--- src/rtl/uart_mmio_pkg.sv ---
// rtl/uart_mmio_pkg.sv - register map, bit indices and TX FSM states for the UART MMIO bridge
package uart_mmio_pkg;

  localparam logic [1:0] OFF_TXDATA = 2'd0;
  localparam logic [1:0] OFF_RXDATA = 2'd1;
  localparam logic [1:0] OFF_STATUS = 2'd2;
  localparam logic [1:0] OFF_CTRL   = 2'd3;

  localparam int ST_TX_FULL    = 0;
  localparam int ST_TX_EMPTY   = 1;
  localparam int ST_RX_VALID   = 2;
  localparam int ST_RX_FULL    = 3;
  localparam int ST_RX_OVERRUN = 4;
  localparam int ST_TX_ACTIVE  = 5;
  localparam int ST_TX_DROP    = 6;

  localparam int CT_TX_EN  = 0;
  localparam int CT_RX_EN  = 1;
  localparam int CT_IRQ_EN = 2;

  localparam logic [2:0] CTRL_RESET = 3'b011;

  localparam logic [1:0] TX_IDLE      = 2'd0;
  localparam logic [1:0] TX_LAUNCH    = 2'd1;
  localparam logic [1:0] TX_WAIT_BUSY = 2'd2;
  localparam logic [1:0] TX_WAIT_DONE = 2'd3;

endpackage

--- src/rtl/sync_fifo.sv ---
// rtl/sync_fifo.sv - single-clock FIFO with extra-bit pointers, exposes head/full/empty
module sync_fifo #(
  parameter int WIDTH = 8,
  parameter int DEPTH = 4
) (
  input  logic             clock,
  input  logic             reset_n,
  input  logic             push,
  input  logic             pop,
  input  logic [WIDTH-1:0] din,
  output logic             full,
  output logic             empty,
  output logic [WIDTH-1:0] head
);

  localparam int AW = $clog2(DEPTH);
  localparam logic [AW:0] PTR_ONE = 1;

  logic [AW:0]      wr_ptr;
  logic [AW:0]      rd_ptr;
  logic [WIDTH-1:0] mem [DEPTH];
  logic             do_push;
  logic             do_pop;

  assign empty = (wr_ptr == rd_ptr);
  assign full  = (wr_ptr[AW] != rd_ptr[AW]) && (wr_ptr[AW-1:0] == rd_ptr[AW-1:0]);
  assign head  = mem[rd_ptr[AW-1:0]];

  // A pop in the same cycle frees the slot, so a push into a full FIFO still lands
  assign do_pop  = pop & ~empty;
  assign do_push = push & (~full | do_pop);

  always_ff @(posedge clock or negedge reset_n) begin
    if (!reset_n) begin
      wr_ptr <= '0;
      rd_ptr <= '0;
    end else begin
      if (do_push) wr_ptr <= wr_ptr + PTR_ONE;
      if (do_pop)  rd_ptr <= rd_ptr + PTR_ONE;
    end
  end

  always_ff @(posedge clock) begin
    if (do_push) mem[wr_ptr[AW-1:0]] <= din;
  end

endmodule

--- src/rtl/uart_mmio_bridge.sv ---
// rtl/uart_mmio_bridge.sv - CPU bus register window over TX/RX FIFOs and the UART begin/busy handshake
module uart_mmio_bridge
  import uart_mmio_pkg::*;
#(
  parameter int                DATA_W    = 8,
  parameter int                ADDR_W    = 8,
  parameter logic [ADDR_W-1:0] BASE_ADDR = 8'hFC,
  parameter int                TX_DEPTH  = 4,
  parameter int                RX_DEPTH  = 4
) (
  input  logic              clock,
  input  logic              reset_n,
  input  logic [ADDR_W-1:0] bus_addr,
  input  logic [DATA_W-1:0] bus_w_data,
  input  logic              bus_w_en,
  input  logic              bus_r_en,
  output logic [DATA_W-1:0] bus_r_data,
  output logic              bus_hit,
  output logic              uart_tx_en,
  output logic              uart_rx_en,
  output logic              uart_begin,
  output logic [DATA_W-1:0] uart_tx_data,
  input  logic              uart_busy,
  input  logic [DATA_W-1:0] uart_rx_data,
  input  logic              uart_receive,
  output logic              irq
);

  logic [ADDR_W-1:0] offset;
  logic [1:0]        reg_sel;
  logic              wr_hit;
  logic              status_wr;
  logic [2:0]        ctrl;
  logic              tx_drop;
  logic              rx_overrun;
  logic              recv_q;
  logic [1:0]        tx_state;
  logic [1:0]        tx_state_next;
  logic              tx_launch;
  logic              tx_push_req;
  logic              tx_full, tx_empty;
  logic              rx_full, rx_empty;
  logic              rx_pop, rx_push_req;
  logic [DATA_W-1:0] tx_head, rx_head;
  logic [6:0]        status_bits;

  // Subtracting the base handles a window that is not 4-byte aligned
  assign offset  = bus_addr - BASE_ADDR;
  assign bus_hit = (offset[ADDR_W-1:2] == '0);
  assign reg_sel = offset[1:0];

  assign wr_hit      = bus_w_en & bus_hit;
  assign status_wr   = wr_hit & (reg_sel == OFF_STATUS);
  assign tx_push_req = wr_hit & (reg_sel == OFF_TXDATA);
  assign rx_pop      = bus_r_en & bus_hit & (reg_sel == OFF_RXDATA) & ~rx_empty;
  assign rx_push_req = uart_receive & ~recv_q & ctrl[CT_RX_EN];

  sync_fifo #(.WIDTH(DATA_W), .DEPTH(TX_DEPTH)) u_tx_fifo (
    .clock   (clock),
    .reset_n (reset_n),
    .push    (tx_push_req & ~tx_full),
    .pop     (tx_launch),
    .din     (bus_w_data),
    .full    (tx_full),
    .empty   (tx_empty),
    .head    (tx_head)
  );

  sync_fifo #(.WIDTH(DATA_W), .DEPTH(RX_DEPTH)) u_rx_fifo (
    .clock   (clock),
    .reset_n (reset_n),
    .push    (rx_push_req),
    .pop     (rx_pop),
    .din     (uart_rx_data),
    .full    (rx_full),
    .empty   (rx_empty),
    .head    (rx_head)
  );

  assign status_bits = {tx_drop, (tx_state != TX_IDLE), rx_overrun, rx_full,
                        ~rx_empty, tx_empty, tx_full};

  always_comb begin
    bus_r_data = '0;
    if (bus_hit) begin
      case (reg_sel)
        OFF_RXDATA: bus_r_data = rx_empty ? '0 : rx_head;
        OFF_STATUS: bus_r_data = {{(DATA_W-7){1'b0}}, status_bits};
        OFF_CTRL:   bus_r_data = {{(DATA_W-3){1'b0}}, ctrl};
        default:    bus_r_data = '0;
      endcase
    end
  end

  always_comb begin
    tx_state_next = tx_state;
    tx_launch     = 1'b0;
    case (tx_state)
      TX_IDLE: begin
        if (~tx_empty & ctrl[CT_TX_EN] & ~uart_busy) begin
          tx_launch     = 1'b1;
          tx_state_next = TX_LAUNCH;
        end
      end
      TX_LAUNCH:    tx_state_next = TX_WAIT_BUSY;
      TX_WAIT_BUSY: if (uart_busy)  tx_state_next = TX_WAIT_DONE;
      TX_WAIT_DONE: if (!uart_busy) tx_state_next = TX_IDLE;
      default:      tx_state_next = TX_IDLE;
    endcase
  end

  assign uart_begin = (tx_state == TX_LAUNCH);
  assign uart_tx_en = ctrl[CT_TX_EN];
  assign uart_rx_en = ctrl[CT_RX_EN];

  always_ff @(posedge clock or negedge reset_n) begin
    if (!reset_n) begin
      tx_state     <= TX_IDLE;
      uart_tx_data <= '0;
      ctrl         <= CTRL_RESET;
      tx_drop      <= 1'b0;
      rx_overrun   <= 1'b0;
      recv_q       <= 1'b0;
      irq          <= 1'b0;
    end else begin
      tx_state <= tx_state_next;
      recv_q   <= uart_receive;
      irq      <= ctrl[CT_IRQ_EN] & ~rx_empty;
      if (tx_launch) uart_tx_data <= tx_head;
      if (wr_hit && reg_sel == OFF_CTRL) ctrl <= bus_w_data[2:0];
      // A new event in the same cycle as a W1C keeps the flag set
      tx_drop    <= (tx_push_req & tx_full) |
                    (tx_drop & ~(status_wr & bus_w_data[ST_TX_DROP]));
      rx_overrun <= (rx_push_req & rx_full & ~rx_pop) |
                    (rx_overrun & ~(status_wr & bus_w_data[ST_RX_OVERRUN]));
    end
  end

endmodule

--- config.mk ---
export PLATFORM = sky130hd
export DESIGN_NAME = uart_mmio_bridge
export DESIGN_NICKNAME = d
export VERILOG_FILES = /design/src/rtl/uart_mmio_pkg.sv /design/src/rtl/sync_fifo.sv /design/src/rtl/uart_mmio_bridge.sv
export SDC_FILE = /design/constraint.sdc
export NUM_CORES = 1
export LEC_CHECK = 0
export BUFFER_PORTS_ARGS = -buffer_cell sky130_fd_sc_hd__buf_4
export CAP_MARGIN = 15
export CORE_ASPECT_RATIO = 1.5
export CORE_MARGIN = 2
export CORE_UTILIZATION = 35
export CTS_CLUSTER_DIAMETER = 150
export DETAILED_ROUTE_END_ITERATION = 8
export PLACE_DENSITY = 0.5
export SLEW_MARGIN = 25
export SYNTH_ARGS = -nofsm -noshare
export SYNTH_HDL_FRONTEND = slang
export SYNTH_HIERARCHICAL = 1
export SYNTH_SLANG_ARGS = --single-unit
export TNS_END_PERCENT = 10
--- constraint.sdc ---
create_clock -name clock -period 4.5 [get_ports clock]
set_input_delay 0.225 -clock clock [delete_from_list [all_inputs] [get_ports clock]]
set_output_delay 0.225 -clock clock [all_outputs]
set_load 0.05 [all_outputs]
Word-level counts from Yosys, hierarchy flattened
Memories as Yosys holds them, arrays and structs flattened. A register that Yosys moved wholly into a read port is not among the register bits.
Index checks and enable logic that the tools add are counted.
Operators by class
  $add $sub $neg: 5
  equal/unequal tests: 15
  muxes and demuxes: 13
  bitwise operators: 36
  reductions and logical operators: 9
Operator list (number)
  $pmux 8 s3: 1
  $and 1x1->1: 23
  $mux 8: 2
  $add 3x1->3 const B: 4
  $not 1->1: 9
  $eq 2x2->1 const B: 4
  $pmux 2 s4: 1
  $sub 8x8->8 const B: 1
  $eq 3x3->1: 2
  $logic_not 6->1: 1
  $mux 1: 6
  $mux 2: 3
  $ne 2x2->1 const B: 3
  $eq 2x1->1 const B: 2
  $eq 2x2->1: 2
  $logic_not 2->1: 2
  $or 1x1->1: 4
  $logic_and 1x1->1: 3
  $reduce_and 3->1: 1
  $ne 1x1->1: 2
  $reduce_bool 2->1: 1
  $logic_not 1->1: 1
Storage, ports and cells
  bits in registers: 21
  memory bits (writable): 64
  input bits: 30
  output and inout bits: 21
  word-level logic and storage cells: 90
  memories: 2
Memory list
  u_rx_fifo.mem: depth 4, width 8, read ports 1, clocked after Yosys merged registers in 0, write ports 1, RTL line sync_fifo.sv:21  | logic [WIDTH-1:0] mem [DEPTH];
  u_tx_fifo.mem: depth 4, width 8, read ports 1, clocked after Yosys merged registers in 1, write ports 1, RTL line sync_fifo.sv:21

Depth between registers and ports, before layout
  depth after elaboration: 11
  depth in mapped cells: 12
  mapped depth without buffers: 8

By module
The synthesis kept the hierarchy.
By module, submodules not included
  sync_fifo (u_tx_fifo): times used 1, cells each 89, area each 1614.0 µm², seq. area each 1111.1 µm²
  sync_fifo (u_rx_fifo): times used 1, cells each 89, area each 1610.3 µm², seq. area each 1111.1 µm²
  uart_mmio_bridge: times used 1, cells each 95, area each 1007.2 µm², seq. area each 427.9 µm²

Least setup slack after synthesis
Ideal clock, no wire load.
  path kind: reg-to-reg
  start: register u_tx_fifo.rd_ptr[1]
  end: memory u_tx_fifo.mem[0][0], enable pin
  library setup time: 0.278 ns
  arrival time: 2.606 ns
  data required time: 4.222 ns
  path slack: 1.616 ns
  cell stages (with the launch flop): 12
  buffers on the path: 4
  period minus slack after synthesis: 2.884 ns
  path through: dfrtp_1 -> buf_6 -> xor2_1 -> buf_2 -> or2_2 -> nor2_1 -> nor3b_1 -> and2_1 -> buf_4 -> clkbuf_1 -> or4_1 -> and3_1
On the way
  word-level cells in the longest chain between the ends: 11
  elaborated cells on any way between the ends: 15
  those cells by class: eq/ne: 2; mux: 4; bitwise: 8; reduce/logical: 1
Ends and longest elaborated chain
  from (decl): RTL line sync_fifo.sv:20  | logic [AW:0] rd_ptr;
  from (signal assigned): RTL line sync_fifo.sv:39  | if (do_pop) rd_ptr <= rd_ptr + PTR_ONE;
  $eq 3x3->1: RTL line sync_fifo.sv:25  | assign empty = (wr_ptr == rd_ptr);
  net tx_empty: RTL line uart_mmio_bridge.sv:41  | logic tx_full, tx_empty;
  $not 1->1: RTL line uart_mmio_bridge.sv:100  | if (~tx_empty & ctrl[CT_TX_EN] & ~uart_busy) begin
  $and 1x1->1 (2 in series): RTL line uart_mmio_bridge.sv:100
  $mux 1: RTL line uart_mmio_bridge.sv:100
  $mux 1: RTL line uart_mmio_bridge.sv:98  | case (tx_state)
  net tx_launch: RTL line uart_mmio_bridge.sv:39  | logic tx_launch;
  $and 1x1->1: RTL line sync_fifo.sv:30  | assign do_pop = pop & ~empty;
  $or 1x1->1: RTL line sync_fifo.sv:31  | assign do_push = push & (~full | do_pop);
  $and 1x1->1: RTL line sync_fifo.sv:31
  $mux 1: RTL line sync_fifo.sv:44  | if (do_push) mem[wr_ptr[AW-1:0]] <= din;
  $mux 1 (implied by the code): RTL line sync_fifo.sv:44
  to (decl): RTL line sync_fifo.sv:21
The timed path passes the listed nets, and every way through them passes these cells.

Worst setup path after layout
  start: register u_rx_fifo.rd_ptr[1]
  end: output port bus_r_data[0]
On the way
  word-level cells in the longest chain between the ends: 4
  elaborated cells on any way between the ends: 5
  those cells by class: eq/ne: 1; mux: 3; memory: 1
Ends and longest elaborated chain
  from (decl): RTL line sync_fifo.sv:20
  from (signal assigned): RTL line sync_fifo.sv:39
  $eq 3x3->1: RTL line sync_fifo.sv:25
  net rx_empty: RTL line uart_mmio_bridge.sv:42  | logic rx_full, rx_empty;
  $mux 8: RTL line uart_mmio_bridge.sv:87  | OFF_RXDATA: bus_r_data = rx_empty ? '0 : rx_head;
  $pmux 8 s3: RTL line uart_mmio_bridge.sv:86  | case (reg_sel)
  $mux 8: RTL line uart_mmio_bridge.sv:85  | if (bus_hit) begin
  to (decl): RTL line uart_mmio_bridge.sv:17  | output logic [DATA_W-1:0] bus_r_data,
The timed path passes the listed nets, and every way through them passes these cells.

==> results.cfg <==
[synthesis]
synthArstFlopShare_pct = 31.2
syn_nets = 317
synth_seq_cells = 93
syn_avg_cell_area_um2 = 15.5
synth_edf_count = 64
ys.warnings.count = 6
synth_seq_area_share_pct = 62.6
syn_inst = 273
ys_types = 49
synth_ff_type = edfxtp_1
synthesis.area_mm2 = 0.00423

[global_routing]
grt_pass1_wl_mm = 13.9
grt_pass1_vias = 2613
grt_use_total_pct = 14.5
overflow = 0
grt_max_degree = 30
antenna_found_initial = 0

[timing]
hold_viol_final = 0
setup_viol = 0
fin_skew_ns = 0.00729
period_needed_ns = 3.21
tns_ns = 0
maxSlewHeadroom_pct = 49.6
rsz0062_at_grt = no
tightest_slew_ns = 0.753
max_freq_ghz = 0.312
period_share_pct = 71.3
maxSlewViolCount = 0
worst_slack_ns = 1.29

[power_and_ir_drop]
power_mw = 2.25
peakVddDrop_v = 0.000218
p_leak_nw = 1.97
cellPowerDensity_mw_per_mm2 = 441

[finish]
fin_area_mm2 = 0.00510
fillers = 1115
antenna_cells = 0
utilization_pct = 42.9
fin_nets = 373
seq_area_mm2 = 0.00265
multiInputGateArea_mm2 = 0.00147
area_growth_pct = 20.6
layout-drive-gt1-share_pct = 33.0

[setup_path]
critPathRequiredTime_ns = 4.28
r2r_setup_slack_ns = 1.36
path_delay_family = flip-flops
slowest_delay_ns = 0.68
cp-start-kind = flop
crit_fanout = 12
critPathBufInv = 2
worstSetupPathType = flop to primary output
crit_path_end_kind = primary output
worstPathCellList = xor2_1 > nor3_1 > buf_4 > nor3b_1 > o21ai_0 > a21oi_1 > buf_4
cp.arrival_ns = 2.98
ff2ff_path_depth = 8
cpMostUsedCell = buf_4
reg2reg_to = u_tx_fifo/mem[0][0]$_DFFE_PP_
reg2reg_from = u_tx_fifo/rd_ptr[1]$_DFFE_PN0P_
cpMaxStageDelayCell = dfrtp_1

[routing]
viasPerCell = 5.02
ant_nets = 0
dr_wl_met3_um = 282
drc = 0
drt_iter0_markers = 80
wl_per_cell_um = 18.3
routed-via-count = 2440
dr.pass1.iters = 4
routed_wl_mm = 8.89
wl_met2_mm = 4.75
top_layer = met4
met1_length_mm = 3.63

[floorplanning]
die_w_um = 93.8
die_area_mm2 = 0.0130
start_util_pct = 35.6
design.core.area_mm2 = 0.0119
rows = 49
die-height_um = 139
pin_count = 51

[status]
status = finished clean

[hold_path]
hp-class = primary input to flop
worstHoldPathCells = 1
min_from = uart_rx_data[1]
min_to = u_rx_fifo/mem[2][1]$_DFFE_PP_

[place]
dp_worst_setup_slack_ns = 1.14
io_buffers = 50
place.gp.congestion = 0.791
place_area_mm2 = 0.00477
hpwlAfterDp_mm = 6.47

[clock_tree]
htreeDepth = 3
clk_path_buf_depth = 2
cts_tree = built
clockRootBuffer = clkbuf_16
worst_skew_pair.late_latency_ns = 0.34
clkTransAtPathRegs_ns = 0.06
postCtsSetupRepairBufs = 0
cts_resized = 0
numCtsBuffers = 9
clkSinkCount = 93
postCtsHoldBufs = 2

[flow_run]
max-cap-violations = 0
==> metal layers <==
metal	vias to the layer above	global-route usage, %
met5	-	0
met4	0	7.63
met1	1216	16.5
li1	1160	-
met3	14	2.55
met2	50	25.4
==> Yosys cell counts, types with 2 or more instances <==
library cell	number	area share, %
a21oi_1	4	0.47
a32oi_1	4	0.83
and2_0	3	0.44
and2_1	3	0.44
and3_1	6	0.89
buf_2	6	0.71
buf_4	2	0.35
clkbuf_1	2	0.18
dfrtp_1	27	16
dfstp_2	2	1.2
edfxtp_1	64	45
ha_1	14	4.1
inv_1	13	1.2
mux2_1	2	0.53
mux2_2	14	3.7
mux4_2	16	8.5
nand2_1	11	0.98
nand3_1	2	0.24
nand4b_1	2	0.41
nor2_1	10	0.89
nor2b_1	2	0.30
nor3_1	5	0.59
nor3b_1	4	0.71
o211ai_1	2	0.35
o21a_1	2	0.35
o21ai_0	7	0.83
o311ai_0	2	0.41
o31ai_1	5	0.89
o41ai_1	2	0.41
o41ai_2	2	0.77
or2_2	2	0.30
or3_1	2	0.30
or4_1	5	0.89
xnor2_1	4	0.83
xor2_1	6	1.2
==> where the power goes <==
| group | total (mW) | switching [mW] | internal (mW) |
|---|---|---|---|
| Clock | 0.783 | 0.321 | 0.462 |
| Sequential | 0.999 | 0.0361 | 0.962 |
| Combinational | 0.468 | 0.276 | 0.191 |
| Total | 2.25 | 0.634 | 1.62 |
==> logic make-up (layout without fill, tap and decap cells) <==
| kind of cell | Yosys count | count (layout) | share of synthesized area (%) |
|---|---|---|---|
| DFF | 93 | 93 | 62.6 |
| xor gates and xnor gates | 10 | 10 | 2.07 |
| adders and majority gates | 14 | 14 | 4.14 |
| buffers and inverters | 25 | 85 | 2.75 |
| AOI/OAI and AO/OA | 35 | 35 | 6.27 |
| muxes | 33 | 33 | 13.0 |
| and+or+nand+nor | 63 | 63 | 9.14 |
==> per-stage QoR <==
stage | hold slack, ns | std cells
6_report | 0.0795 | 486
5_1_grt | 0.0762 | 486
4_1_cts | 0.0699 | 486
3_5_place_dp | 0.203 | 469
3_3_place_gp | 0.197 | 469
2_1_floorplan | -0.0706 | 273
==> layout by cell type (no fill, tap or decap), types with 5 or more instances in the layout <==
cell and n:
nand2_1 11, ha_1 14, buf_4 55, o31ai_1 5, inv_1 13, mux4_2 16
or4_1 5, dfrtp_1 27, xor2_1 6, clkbuf_16 9, nor3_1 5, and3_1 6
nor2_1 10, o21ai_0 7, edfxtp_1 64, mux2_2 14
==> sequential cells by signal, indices dropped and copies added (netlist names), 2 cells and up <==
signal	cells
u_rx_fifo/rd_ptr	3
ctrl	3
u_tx_fifo/wr_ptr	3
u_rx_fifo/wr_ptr	3
tx_state	2
u_tx_fifo/mem	32
uart_tx_data	8
u_rx_fifo/mem	32
u_tx_fifo/rd_ptr	3
==> how the worst max path moves through the flow <==
stage | from | to | depth (start not counted)
final | u_rx_fifo/rd_ptr[1]$_DFFE_PN0P_ | bus_r_data[0] | 7
after global routing | u_tx_fifo/rd_ptr[1]$_DFFE_PN0P_ | u_tx_fifo/mem[1][5]$_DFFE_PP_ | 8
after CTS | u_tx_fifo/rd_ptr[1]$_DFFE_PN0P_ | u_tx_fifo/mem[3][0]$_DFFE_PP_ | 7
after detailed placement | u_tx_fifo/rd_ptr[1]$_DFFE_PN0P_ | u_tx_fifo/mem[3][1]$_DFFE_PP_ | 7
after global placement | u_tx_fifo/rd_ptr[1]$_DFFE_PN0P_ | u_tx_fifo/mem[3][1]$_DFFE_PP_ | 7
after floorplan | u_tx_fifo/rd_ptr[1]$_DFFE_PN0P_ | u_tx_fifo/mem[0][0]$_DFFE_PP_ | 11
==> cell type report <==
| class | instances | area share, % |
|---|---|---|
| repair buffers | 57 | 8.48 |
| flip-flops and latches | 93 | 51.9 |
| well taps | 153 | 3.75 |
| multi-input cells | 155 | 28.8 |
| clock buffers | 11 | 4.95 |
| inverters | 13 | 0.956 |
| clock inverters | 4 | 1.10 |
Note: power is estimated with default switching activity, not from simulation.
